### src/rtl/mac_row_feeder.sv
// West-edge feeder for one MAC row: weight load, guard gap,
// activation execute stream, then pipeline flush.
//
// Ports:
//   clk, reset        clock, synchronous active-high reset
//   start             begin a pass (honoured only in IDLE)
//   mode_2b, num_act  pass configuration, latched on start
//   wgt_*             weight stream in (valid/ready)
//   act_*             activation stream in (valid/ready)
//   in_w, inst_w      registered data/instruction to column 0
//   busy, done        status; done pulses once per finished pass
module mac_row_feeder #(
    parameter int bw     = 4,
    parameter int col    = 8,
    parameter int cnt_bw = 10,
    parameter int gap    = 2
) (
    input  logic              clk,
    input  logic              reset,
    input  logic              start,
    input  logic              mode_2b,
    input  logic [cnt_bw-1:0] num_act,
    input  logic [bw-1:0]     wgt_data,
    input  logic              wgt_valid,
    output logic              wgt_ready,
    input  logic [bw-1:0]     act_data,
    input  logic              act_valid,
    output logic              act_ready,
    output logic [bw-1:0]     in_w,
    output logic [1:0]        inst_w,
    output logic              busy,
    output logic              done
);

    localparam int WW = $clog2(2 * col + 1);
    localparam int TW = $clog2(col + gap + 1);

    localparam logic [1:0] I_NOP  = 2'b00;
    localparam logic [1:0] I_LOAD = 2'b01;
    localparam logic [1:0] I_EXEC = 2'b10;

    typedef enum logic [2:0] {
        IDLE,
        LOAD,
        GAP,
        EXEC,
        FLUSH
    } state_t;

    state_t            state, state_n;
    logic              mode_q, mode_n;
    logic [cnt_bw-1:0] num_q, num_n;
    logic [WW-1:0]     wcnt, wcnt_n;
    logic [cnt_bw-1:0] acnt, acnt_n;
    logic [TW-1:0]     tcnt, tcnt_n;
    logic [bw-1:0]     in_w_n;
    logic [1:0]        inst_w_n;
    logic              done_n;

    logic [WW-1:0]     wtarget;
    logic              wgt_hs;
    logic              act_hs;

    assign wtarget   = mode_q ? WW'(2 * col) : WW'(col);
    assign wgt_ready = (state == LOAD) && (wcnt < wtarget);
    assign act_ready = (state == EXEC) && (acnt < num_q);
    assign busy      = (state != IDLE);
    assign wgt_hs    = wgt_valid && wgt_ready;
    assign act_hs    = act_valid && act_ready;

    always_comb begin
        state_n  = state;
        mode_n   = mode_q;
        num_n    = num_q;
        wcnt_n   = wcnt;
        acnt_n   = acnt;
        tcnt_n   = tcnt;
        in_w_n   = in_w;
        inst_w_n = I_NOP;
        done_n   = 1'b0;
        unique case (state)
            IDLE: begin
                if (start) begin
                    mode_n  = mode_2b;
                    num_n   = num_act;
                    wcnt_n  = '0;
                    acnt_n  = '0;
                    tcnt_n  = '0;
                    state_n = LOAD;
                end
            end
            LOAD: begin
                if (wgt_hs) begin
                    in_w_n   = wgt_data;
                    inst_w_n = I_LOAD;
                    wcnt_n   = wcnt + WW'(1);
                    if (wcnt == wtarget - WW'(1)) begin
                        tcnt_n  = '0;
                        state_n = GAP;
                    end
                end
            end
            GAP: begin
                if (tcnt == TW'(gap - 1)) begin
                    tcnt_n  = '0;
                    state_n = (num_q == '0) ? FLUSH : EXEC;
                end else begin
                    tcnt_n = tcnt + TW'(1);
                end
            end
            EXEC: begin
                if (act_hs) begin
                    in_w_n   = mode_q
                             ? {{(bw-2){1'b0}}, act_data[1:0]}
                             : act_data;
                    inst_w_n = I_EXEC;
                    acnt_n   = acnt + cnt_bw'(1);
                    if (acnt + cnt_bw'(1) == num_q) begin
                        tcnt_n  = '0;
                        state_n = FLUSH;
                    end
                end
            end
            FLUSH: begin
                // Count idle cycles actually seen on the row; the
                // first FLUSH cycle may still carry the last activation.
                if (inst_w == I_NOP) begin
                    if (tcnt == TW'(col)) begin
                        tcnt_n  = '0;
                        done_n  = 1'b1;
                        state_n = IDLE;
                    end else begin
                        tcnt_n = tcnt + TW'(1);
                    end
                end
            end
            default: state_n = IDLE;
        endcase
    end

    always_ff @(posedge clk) begin
        if (reset) begin
            state  <= IDLE;
            mode_q <= 1'b0;
            num_q  <= '0;
            wcnt   <= '0;
            acnt   <= '0;
            tcnt   <= '0;
            in_w   <= '0;
            inst_w <= I_NOP;
            done   <= 1'b0;
        end else begin
            state  <= state_n;
            mode_q <= mode_n;
            num_q  <= num_n;
            wcnt   <= wcnt_n;
            acnt   <= acnt_n;
            tcnt   <= tcnt_n;
            in_w   <= in_w_n;
            inst_w <= inst_w_n;
            done   <= done_n;
        end
    end

endmodule

### config.mk
export PLATFORM = sky130hd
export DESIGN_NAME = mac_row_feeder
export DESIGN_NICKNAME = d
export VERILOG_FILES = /design/src/rtl/mac_row_feeder.sv
export SDC_FILE = /design/constraint.sdc
export NUM_CORES = 1
export LEC_CHECK = 0
export BUFFER_PORTS_ARGS = -buffer_cell sky130_fd_sc_hd__clkbuf_2
export CAP_MARGIN = 0
export CORE_ASPECT_RATIO = 1.1
export CORE_UTILIZATION = 55
export CTS_BUF_LIST = sky130_fd_sc_hd__clkbuf_4 sky130_fd_sc_hd__clkbuf_8
export CTS_CLUSTER_DIAMETER = 100
export DETAILED_ROUTE_END_ITERATION = 8
export MAX_ROUTING_LAYER = met4
export PLACE_DENSITY = 0.75
export SYNTH_ARGS = -nofsm -noshare
export SYNTH_HDL_FRONTEND = slang
export SYNTH_SLANG_ARGS = --single-unit
### constraint.sdc
create_clock -name clk -period 3.85 [get_ports clk]
set_clock_uncertainty 0.05 [all_clocks]
set_input_delay 0.1925 -clock clk [delete_from_list [all_inputs] [get_ports clk]]
set_output_delay 0.1925 -clock clk [all_outputs]
set_load 0.02 [all_outputs]
==> impl_results.md <==
* Leading cell type in the layout, fill and taps excluded: sky130_fd_sc_hd__nand2_1
* Port bufs at 33
* Number of diodes at 0
* Die area at 4780 um2
* Top Ports at 34
* Wirelength, routed at roughly 5.5 mm
* Reg2reg start: num_q[3]
* Min cycle time layout at approximately 3.0 ns
* Destination of the worst hold path: num_q[3]
* Wire per inst at ~14 um
* Top FF cell, synth: sky130_fd_sc_hd__dfxtp_1
* CP startpoint kind: flop
* Maximum number of pins on one net before global-route repair at 39
* Via-per-instance ratio at about 5.8
* WP data required at 4.03 ns
* CTS Buffer Depth at 2
* Synth async-reset ratio at 0
* Cell repeated most along the worst path: sky130_fd_sc_hd__nor2_1
* Global placement routability congestion at 0.934
* Maxcap violations at 0
* Post-Route Utilization at 0.627
* Highest-count cells in the layout ignoring fill and taps: sky130_fd_sc_hd__nand2_1, sky130_fd_sc_hd__dfxtp_1, sky130_fd_sc_hd__clkbuf_2, sky130_fd_sc_hd__nor2_1, sky130_fd_sc_hd__a21oi_1
* Layout net count at approximately 380
* Post-Syn Nets at roughly 360
* Source of the worst hold timing path: num_act[3]
* Final number of max-transition violations at 0
* Wire length of the first global-routing pass at slightly below 10 mm
* Area Growth Syn to Fin at 9.08%
* Transition time of the tightest slew-check pin at 0.757 ns
* P_leak at ~1.1 nW
* Worst slack after detailed placement at between 0.9 and 1 ns
* Depth of the CTS H-tree at 2
* Timing-limited maximum frequency at around 0.34 GHz
* Pre-Repair DR Iteration Count at 5
* Number of post-CTS setup repair buffers at 0
* Remaining max-slew budget at the tightest pin at 0.495
* Proportion of synthesized chip area in sequential cells at 0.323
* Layout filler cell count at 407
* Number of flops mapped to enable cells by yosys at 0
* Overall die width at 66.0 um
* Count of nets left with antenna violations after detail routing at 0
* Number of antenna violations at the first check in global routing at 0
* Pwr dens at between 300 and 400 nW/um2
* TritonCTS Buffers at 5
* RSZ-0062 raised after global routing: false
* Number of failing hold endpoints at the final stage at 0
* Total power after layout at around 0.0009 W
* Core region area at around 4300 um2
* Detailed placement HPWL at between 4 and 5 mm
* Number of rows created at floorplan at 25
* Crit path setup slack, layout at between 0.8 and 0.9 ns
* Total GRT Usage at 0.269
* Congestion Overflow GR at 0
* Crit path cell chain: inv_1 -> ha_1 -> a211oi_1 -> nor2_1 -> o31ai_1 -> nand3_1 -> nor2_1 -> o21ai_0 -> a31oi_1
* DRC at 0
* Count of cell types in the netlist at between 40 and 50
* Maximum cell stage delay along the critical path at 0.62 ns
* Cell area after placement at ~2600 um2
* CP Class: reg2reg
* Post-CTS sizing at 0
* Clk Tree Root Cell: sky130_fd_sc_hd__clkbuf_8
* Final design instance area without fill at about 2700 um2
* Critical-path top delay cell: sky130_fd_sc_hd__nor2_1
* Number of storage elements in the synthesis netlist at 40
* Clock input transition at the sequential cells of the worst setup and hold paths at approximately 0.08 ns
* CTS hold repair buffers at 0
* Die Span Y at between 70 and 80 um
* Cell Area, Synth at 2480 um2
* Number of failing setup endpoints in the final timing report at 0
* End of the worst register-to-register path: acnt[5]
* Min-Delay Path Class: in2reg
* DR vias at roughly 2300
* Clock tree from TritonCTS: built
* Data arrival time at the worst-slack endpoint at roughly 3.1 ns
* Ratio of cells with drive above 1 in the final layout at 0.142
* Drt initial violations at ~130
* Count of mapped cells out of synthesis at between 300 and 400
* Reg2reg setup slack at roughly 0.88 ns
* Result of the run: completed
* Mapped Avg Cell Area at between 7 and 8 um2
* Clock Latency Late Sink at 0.30 ns
* Largest voltage drop on the vdd net at 0.000237 V
* Maximum fanout along the worst path at 12
* Syn. warnings at 0
* Worst hold path cell count at 3
* Sort of element at the end of the critical path: flop
* Initial core utilization at 0.574
* Number of cell instances on the worst register-to-register path at 9
* Setup Total Neg Slack at 0 ns
* Period Utilization, post-route at 0.770
* Clk sink count at 40
* Number of global-route vias before repair at roughly 2200
## per-stage QoR
| step | hold WS (ns) | std cells |
|---|---|---|
| 2_1_floorplan | 0.278 | 314 |
| 3_3_place_gp | 0.367 | 385 |
| 3_5_place_dp | 0.372 | 385 |
| 4_1_cts | 0.0555 | 392 |
| 5_1_grt | 0.0695 | 392 |
| 6_report | 0.0557 | 392 |
## cell type report
type | instances | area (um2) | share of cell area
Multi-Input combinational cell | 238 | 1520 | 0.560
Sequential cell | 40 | 801 | 0.296
Timing Repair Buffer | 33 | 165 | 0.0611
Inverter | 20 | 75.1 | 0.0278
Clock buffer | 5 | 68.8 | 0.0254
Tap cell | 54 | 67.6 | 0.0250
Clock inverter | 2 | 12.5 | 0.00463
## synthesized netlist by cell type, types with 3 or more instances
master                     number  area, um2
sky130_fd_sc_hd__a211oi_1      11       82.6
sky130_fd_sc_hd__a21oi_1       24        120
sky130_fd_sc_hd__a31oi_1        6       37.5
sky130_fd_sc_hd__and3_1         3       18.8
sky130_fd_sc_hd__buf_4          5       37.5
sky130_fd_sc_hd__clkbuf_1       8       30.0
sky130_fd_sc_hd__dfxtp_1       40        801
sky130_fd_sc_hd__ha_1          17        213
sky130_fd_sc_hd__inv_1         20       75.1
sky130_fd_sc_hd__mux2i_1        3       30.0
sky130_fd_sc_hd__nand2_1       44        165
sky130_fd_sc_hd__nand2b_1       4       25.0
sky130_fd_sc_hd__nand3_1       10       50.1
sky130_fd_sc_hd__nand3b_1       3       22.5
sky130_fd_sc_hd__nand4_1        6       37.5
sky130_fd_sc_hd__nor2_1        26       97.6
sky130_fd_sc_hd__nor2b_1        4       25.0
sky130_fd_sc_hd__nor3_1         9       45.0
sky130_fd_sc_hd__nor3b_1        5       37.5
sky130_fd_sc_hd__nor4_1         4       25.0
sky130_fd_sc_hd__o21ai_0        6       30.0
sky130_fd_sc_hd__o31ai_1        5       37.5
sky130_fd_sc_hd__or3_1          5       31.3
sky130_fd_sc_hd__xnor2_1        8       70.1
sky130_fd_sc_hd__xor2_1         6       52.6
## routing by layer
layer  vias up  share of wire  global-route usage
met3         8          0.036              0.0456
met4         0          0.014              0.0946
met1      1056           0.46               0.319
met2        49           0.49               0.456
met5         -              0                   -
li1       1161              -                   -
## flip-flops by register name (all words and copies together) (netlist names)
name / cells
acnt: 10
num_q: 10
wcnt: 5
in_w: 4
tcnt: 4
state: 3
inst_w: 2
done: 1
mode_q: 1
## cells by family (layout without fill, tap and decap cells)
group | count (synthesis) | in the layout | synth area share
fa+ha+maj | 17 | 17 | 0.0858
buf+inv | 36 | 60 | 0.0661
mux | 5 | 5 | 0.0212
flops | 40 | 40 | 0.323
simple gates | 135 | 135 | 0.277
xor+xnor | 14 | 14 | 0.0494
compound gates | 67 | 67 | 0.178
## worst max path at each step
stage	to	cells after the start	startpoint	slack [ns]
2_1_floorplan	state[2]	8	acnt[0]	1.18
4_1_cts	state[2]	8	acnt[0]	0.92
6_report	acnt[5]	9	num_q[3]	0.88
3_3_place_gp	state[2]	8	acnt[0]	1.03
3_5_place_dp	state[2]	8	acnt[0]	0.96
5_1_grt	acnt[5]	8	acnt[3]	0.56
## where the power goes
| group | switching, W | total, W | internal [W] |
|---|---|---|---|
| sequential | 0.0000192 | 0.000449 | 0.000430 |
| clock | 0.000147 | 0.000270 | 0.000123 |
| combinational | 0.0000946 | 0.000159 | 0.0000643 |
## critical path: cells and delay by family (launching register included)
family	cells	cell delay, ns
AO/OA/AOI/OAI	4	1.05
adder cells (fa/ha/maj)	1	0.31
buffers and inverters	1	0.08
flip-flops	1	0.42
AND/OR/NAND/NOR	3	0.98
(Power assumes the default switching activity.)
